===== config.mk =====
export PLATFORM = sky130hd
export DESIGN_NAME = mem_bus_arbiter
export DESIGN_NICKNAME = d
export VERILOG_FILES = /design/src/rtl/mem_bus_arbiter.sv
export SDC_FILE = /design/constraint.sdc
export NUM_CORES = 1
export LEC_CHECK = 0
export CAP_MARGIN = 0
export CORE_MARGIN = 2
export CORE_UTILIZATION = 25
export CTS_CLUSTER_DIAMETER = 60
export DETAILED_ROUTE_END_ITERATION = 8
export DONT_BUFFER_PORTS = 1
export GPL_ROUTABILITY_DRIVEN = 1
export PLACE_DENSITY = 0.5
export SYNTH_ARGS = -nofsm -noshare
export SYNTH_HDL_FRONTEND = slang
export SYNTH_SLANG_ARGS = --single-unit

===== constraint.sdc =====
create_clock -name clk -period 5 [get_ports clk]
set_input_delay 1 -clock clk [delete_from_list [all_inputs] [get_ports clk]]
set_output_delay 1 -clock clk [all_outputs]
set_load 0.01 [all_outputs]

===== src/rtl/mem_bus_arbiter.sv =====
// Shares one SRAM-like bus between the fetch port and the load/store port.
// The arbiter alternates grants and runs each transfer as an address phase, a data phase and a one-cycle response, with a bus timeout.
module mem_bus_arbiter #(
  parameter int ADDR_W  = 32,
  parameter int DATA_W  = 32,
  parameter int TIMEOUT = 255
) (
  input  logic                clk,
  input  logic                rst,
  input  logic                inst_req,
  input  logic [ADDR_W-1:0]   inst_addr,
  output logic [DATA_W-1:0]   inst_rdata,
  output logic                inst_done,
  output logic                inst_stall,
  input  logic                data_req,
  input  logic                data_wr,
  input  logic [DATA_W/8-1:0] data_wstrb,
  input  logic [ADDR_W-1:0]   data_addr,
  input  logic [DATA_W-1:0]   data_wdata,
  output logic [DATA_W-1:0]   data_rdata,
  output logic                data_done,
  output logic                data_stall,
  output logic                bus_req,
  output logic                bus_wr,
  output logic [DATA_W/8-1:0] bus_wstrb,
  output logic [ADDR_W-1:0]   bus_addr,
  output logic [DATA_W-1:0]   bus_wdata,
  input  logic                bus_addr_ok,
  input  logic                bus_data_ok,
  input  logic [DATA_W-1:0]   bus_rdata,
  output logic                bus_err
);

  typedef enum logic [1:0] {IDLE, ADDR, DATA, RESP} state_e;

  // Last cycle a granted transfer may spend in ADDR/DATA before it is aborted.
  localparam logic [7:0] CNT_LAST = 8'(TIMEOUT - 1);

  state_e              state_q, state_d;
  logic                owner_q;  // 1 = data port
  logic                last_q;   // 1 = data port was served last
  logic [ADDR_W-1:0]   addr_q;
  logic                wr_q;
  logic [DATA_W/8-1:0] wstrb_q;
  logic [DATA_W-1:0]   wdata_q;
  logic [7:0]          cnt_q;
  logic                err_q;
  logic [DATA_W-1:0]   irdata_q, drdata_q;

  logic any_req, grant_data, busy, hit, abort;

  assign any_req    = inst_req | data_req;
  assign grant_data = data_req & (~inst_req | ~last_q);
  assign busy       = (state_q == ADDR) | (state_q == DATA);
  assign hit        = ((state_q == ADDR) & bus_addr_ok & bus_data_ok) |
                      ((state_q == DATA) & bus_data_ok);
  assign abort      = busy & ~hit & (cnt_q == CNT_LAST);

  always_ff @(posedge clk) begin
    if (rst) state_q <= IDLE;
    else     state_q <= state_d;
  end

  always_comb begin
    state_d = state_q;
    case (state_q)
      IDLE: if (any_req) state_d = ADDR;
      ADDR: begin
        if (hit || abort)     state_d = RESP;
        else if (bus_addr_ok) state_d = DATA;
      end
      DATA: if (hit || abort) state_d = RESP;
      RESP: state_d = IDLE;
      default: state_d = IDLE;
    endcase
  end

  always_comb begin
    bus_req   = (state_q == ADDR);
    inst_done = (state_q == RESP) & ~owner_q;
    data_done = (state_q == RESP) & owner_q;
  end

  always_ff @(posedge clk) begin
    if (rst) begin
      owner_q  <= 1'b0;
      last_q   <= 1'b0;
      addr_q   <= '0;
      wr_q     <= 1'b0;
      wstrb_q  <= '0;
      wdata_q  <= '0;
      cnt_q    <= '0;
      err_q    <= 1'b0;
      irdata_q <= '0;
      drdata_q <= '0;
    end else begin
      if (state_q == IDLE && any_req) begin
        owner_q <= grant_data;
        addr_q  <= grant_data ? data_addr : inst_addr;
        wr_q    <= grant_data & data_wr;
        wstrb_q <= (grant_data & data_wr) ? data_wstrb : '0;
        wdata_q <= grant_data ? data_wdata : '0;
        cnt_q   <= '0;
      end
      if (busy) cnt_q <= cnt_q + 8'd1;
      // Load results land on the edge into RESP so rdata is valid with done.
      if (hit && !wr_q) begin
        if (owner_q) drdata_q <= bus_rdata;
        else         irdata_q <= bus_rdata;
      end
      if (abort) begin
        err_q <= 1'b1;
        if (owner_q) drdata_q <= '0;
        else         irdata_q <= '0;
      end
      if (state_q == RESP) last_q <= owner_q;
    end
  end

  assign inst_stall = inst_req & ~inst_done;
  assign data_stall = data_req & ~data_done;
  assign inst_rdata = irdata_q;
  assign data_rdata = drdata_q;
  assign bus_wr     = wr_q;
  assign bus_wstrb  = wstrb_q;
  assign bus_addr   = addr_q;
  assign bus_wdata  = wdata_q;
  assign bus_err    = err_q;

endmodule


==> impl_metrics.ini, run 1 <==
[timing]
worst_pin_slew_ns = 0.9995
finalMaxSlewViolations = 0
hold_violations = 0
relSlewSlack = 0.3322
clock_skew_ns = 0.01649
max_clock_freq_mhz = 348.4
fin_tns_setup_ns = 0
setup_viol = 0
fin_crit_ns = 2.870
period_share = 0.5740
rsz0062_at_grt = no

[final_layout]
layout-drive-gt1-share = 0.07947
nFillCells = 2450
final_cell_mix = dfxtp_1, nor2_1, inv_1, o32ai_1, nand2_1
multi_input_area_sq_um = 2375
mostFrequentLayoutCell = dfxtp_1
insertedDiodeCount = 0
area_delta_synth_final_pct = 12.63
final_nets = 736
ff_latch_area_sq_um = 2923

[routing]
vias = 4377
routedWlPerCell_microns = 17.80
drc = 0
ant_nets = 0
wl_microns = 15830
drtIter0Drc = 254
dr.pass1.iters = 4
viasPerCell = 4.924

[pwr]
p_per_area_nw_per_um2 = 555.0
p_leak_nw = 2.298
peakVddDrop_v = 0.0001601
p_total_mw = 3.617

[critical_path]
rr_worst_depth = 6
endpoint_kind = flip-flop
worstPathCellList = inv_1 > ha_1 > nand4_2 > a211o_4 > a21oi_4 > o32ai_1
slowest_delay_ns = 0.79
r2r-start = state_q[0]
critPathSlowestCell = a21oi_4
cp_data_required_time_ns = 5.26
crit_buf_inv = 1
cp-start-kind = flip-flop
r2r_setup_slack_ns = 2.13
arrival_ns = 3.13
worstSetupPathType = reg2reg
crit_fanout = 32
cp_top_family = compound AO/OA/AOI/OAI gates
crit_start = state_q[0]

[global_route]
antenna_found_initial = 0
track_usage = 0.1248
first_global_vias = 4179
grt_max_degree = 144
grt_pass1_wl_microns = 23640
grt_overflow = 0

[synthesis]
ys.flop_type = dfxtp_1
synth_top_area_frac = 0.5051
synth-edff-count = 0
synth_fp_nets = 763
synthCells = 618
yosysUniqueCellTypes = 42
ys_ff_latch = 146
ys_seq_area_frac = 0.5051
synth_async_sr_flop_share = 0
yosys-top-cells-area = dfxtp_1, o32ai_1, mux2i_1
yosys_warnings = 0
synth_top_cell_by_area = dfxtp_1
avgSynthCellArea_sq_um = 9.364
synthesis.area_sq_um = 5787

[floorplan]
pin_count = 278
placementRows = 55
die_x_microns = 156.1
core_sq_um = 22710
initial_core_util = 0.2548
die_area_sq_um = 24380
die_y_microns = 156.1

[clock_network]
cts_tree = done
cts_resized = 0
cts_max_level = 4
cts_setup_buffers = 0
clock_sinks = 146
numCtsBuffers = 17
clk_latency_ns = 0.42
cts_buffer_depth = 2
hold_buffers = 0
cts.clk_slew.worst_paths_ns = 0.07
cts_root_buf = clkbuf_16

[min_path]
worstHoldEndpoint = cnt_q[7]
hold_depth = 2
min_from = cnt_q[7]
hold_path_class = reg2reg

[place]
numPortBuffers = 0
gp_congestion = 0.7407
dp_hpwl_microns = 10450

[run]
max-cap-violations = 0

[run_status]
status = finished, final reports clean
[per-layer routing]
| metal | track usage | vias to the layer above | routed length (microns) |
|---|---|---|---|
| li1 | - | 2143 | - |
| met1 | 0.1462 | 2017 | 6759 |
| met2 | 0.2046 | 202 | 7296 |
| met3 | 0.05056 | 15 | 1530 |
| met4 | 0.04762 | 0 | 240 |
| met5 | 0 | - | 0 |
[final cells by class]
type                    count  area share
inverters                  68     0.03916
clock buffers              17     0.06527
flip-flops and latches    146      0.4485
well taps                 285     0.05471
multi-input cells         352      0.3644
repair buffers              6    0.006911
clock inverters            15     0.02112
[per-stage QoR]
| step | cell area (sq um) | hold WS (ns) | cells | util | setup WS, ns |
|---|---|---|---|---|---|
| 6_report | 6518 | 0.5000 | 889 | 0.2870 | 2.130 |
| 5_1_grt | 6518 | 0.5324 | 889 | 0.2870 | 1.919 |
| 4_1_cts | 6518 | 0.4967 | 889 | 0.2870 | 2.088 |
| 3_5_place_dp | 5954 | 0.4855 | 857 | 0.2622 | 2.069 |
| 3_3_place_gp | 5954 | 0.4845 | 857 | 0.2622 | 2.180 |
| 2_1_floorplan | 5787 | 0.4571 | 618 | - | 2.803 |
[worst min-delay path: stages, from the launching register on]
cell      delay, ns
dfxtp_1        0.33
o221ai_1       0.07
a21oi_1        0.06
[cell families after synthesis]
kind of cell             after synthesis  share of synthesized area
flip-flops                           146                     0.5051
XOR/XNOR                               4                   0.006055
buffers and inverters                120                    0.08864
AO/OA/AOI/OAI                        159                     0.2182
adder cells (fa/ha/maj)                6                    0.01297
multiplexers                          35                    0.06076
AND/OR/NAND/NOR                      148                     0.1083
[where the power goes]
| group | total (mW) | switching, mW | leakage, nW | internal [mW] |
|---|---|---|---|---|
| combinational | 0.785 | 0.501 | 0.836 | 0.284 |
| sequential | 1.60 | 0.234 | 1.19 | 1.36 |
| clock | 1.23 | 0.574 | 0.270 | 0.659 |
| total | 3.62 | 1.31 | 2.30 | 2.31 |
[synthesized netlist by cell type, drive strengths merged (2+ instances only)]
cell type,n
and2,3
dfxtp,146
buf,15
nor2,73
mux2i,34
a2bb2oi,2
or3,2
nand4,2
inv,68
nand2,49
o22ai,4
a21o,3
a211oi,32
o221ai,3
ha,6
a21oi,16
nand3,8
a22oi,32
nand3b,3
xnor2,3
clkbuf,37
nor2b,3
o32ai,61
[how the worst max path moves through the flow]
stage	slack, ns	to	cells after the start
after global routing	1.92	flip-flop	6
after detailed placement	2.07	flip-flop	6
after CTS	2.09	flip-flop	6
final	2.13	flip-flop	6
after global placement	2.18	flip-flop	6
after floorplan	2.80	data_stall	1
Power figures use the tool's default switching activity.
==> run 2, diff against run 1 <==
PLACE_DENSITY = 0.52   (was 0.5)
clock period = 2.6 ns   (was 5 ns; I/O delays follow)
==> run 2 against run 1 <==
  * Utilization rose by 0.29 points
  * Total power rose by 94%
  * Final area rose by 1.0%
  * Combinational power rose by 100%
  * Fmax rose by 33%
  * Sequential share of layout area fell by 0.44 points
  * Critical path type unchanged
  * Largest cell class unchanged
==> impl_metrics.ini, run 2 (synthesis results as in run 1) <==
[timing]
finalMaxSlewViolations = 0
max_clock_freq_mhz = 464.6
relSlewSlack = 0.5441
setup_viol = 0
clock_skew_ns = 0.01167
period_share = 0.8278
rsz0062_at_grt = no
hold_violations = 0
fin_tns_setup_ns = 0
worst_pin_slew_ns = 0.6829
fin_crit_ns = 2.152

[clock_network]
clock_sinks = 146
cts_tree = done
numCtsBuffers = 17
clk_latency_ns = 0.41
cts_buffer_depth = 2
cts_max_level = 4
cts_root_buf = clkbuf_16
cts_resized = 0
cts.clk_slew.worst_paths_ns = 0.06
cts_setup_buffers = 0
hold_buffers = 0

[global_route]
grt_max_degree = 144
antenna_found_initial = 0
first_global_vias = 4106
track_usage = 0.1245
grt_overflow = 0
grt_pass1_wl_microns = 23320

[final_layout]
mostFrequentLayoutCell = dfxtp_1
final_nets = 741
post-route-cell-area_sq_um = 6583
layout-drive-gt1-share = 0.08703
final_cell_mix = dfxtp_1, nor2_1, inv_1, o32ai_1, nand2_1
insertedDiodeCount = 0
finalNonFillerCells = 894
area_delta_synth_final_pct = 13.75

[routing]
drtIter0Drc = 233
drc = 0
ant_nets = 0
wl_microns = 15550
dr.pass1.iters = 4
routedWlPerCell_microns = 17.40
vias = 4369
viasPerCell = 4.887

[min_path]
hold_path_class = in2reg

[pwr]
peakVddDrop_v = 0.0003262
p_total_mw = 7.035
p_leak_nw = 2.326
p_per_area_nw_per_um2 = 1069

[critical_path]
arrival_ns = 2.43
crit_fanout = 32
worstSetupPathType = reg2reg
r2r_setup_slack_ns = 0.45
cp-start-kind = flip-flop
cp_data_required_time_ns = 2.88
endpoint_kind = flip-flop

[place]
placed_cells = 862
place_area_sq_um = 6017
dp_hpwl_microns = 10400
numPortBuffers = 0
gp_congestion = 0.7478

[floorplan]
die_y_microns = 156.1
core_sq_um = 22710
die_x_microns = 156.1
initial_core_util = 0.2548
placementRows = 55
pin_count = 278
die_area_sq_um = 24380

[run]
max-cap-violations = 0

[run_status]
status = finished, final reports clean
run 2: cell count changes in the layout (fill, tap and decap cells not counted), sizes merged:
cell      change
clkinvlp      +2
inv           -6
bufinv        +1
clkinv        +2
clkbuf        +1
buf           +5
run 2: layout make-up:
type / instances / area [sq um]
Tap cell: 285 / 356.6
Clock inverter: 14 / 126.4
Fill cell: 2432 / 16130
Multi-Input combinational cell: 352 / 2375
Inverter: 68 / 255.2
Clock buffer: 18 / 439.2
Timing Repair Buffer: 11 / 107.6
Sequential cell: 146 / 2923
run 2: per-stage QoR:
step                  util  hold slack, ns  setup WS, ns
global placement    0.2650          0.4851        0.4784
global route        0.2899          0.1758        0.3022
detailed placement  0.2650          0.4826        0.4370
floorplan                -          0.4571        0.7133
finish              0.2899          0.2235        0.4478
CTS                 0.2899          0.1575        0.4407
run 2: critical path, cell delays in order, from the launching register on:
cell     delay, ns
dfxtp_1       0.40
inv_1         0.10
ha_1          0.32
nand4_2       0.16
a211o_4       0.39
a21oi_4       0.14
buf_4         0.35
o22ai_1       0.15
run 2: path summary, 6_finish.rpt:
path	start	depth (start not counted)	to
worst max-delay path	state_q[0]	7	flip-flop
worst min-delay path	rst	1	flip-flop
worst max register to register	state_q[0]	7	flip-flop
worst min register to register	cnt_q[7]	2	cnt_q[7]
run 2: where the power goes:
part | switching (mW) | internal, mW | total [mW]
sequential | 0.452 | 2.63 | 3.08
combinational | 0.983 | 0.612 | 1.60
clock | 1.01 | 1.35 | 2.36
run 2: per-layer routing:
metal | track usage | vias to the layer above | share of wire
met2 | 0.2021 | 194 | 0.47
met4 | 0.04369 | 0 | 0.013
met5 | 0 | - | 0
li1 | - | 2147 | -
met1 | 0.1465 | 2018 | 0.42
met3 | 0.05472 | 10 | 0.10
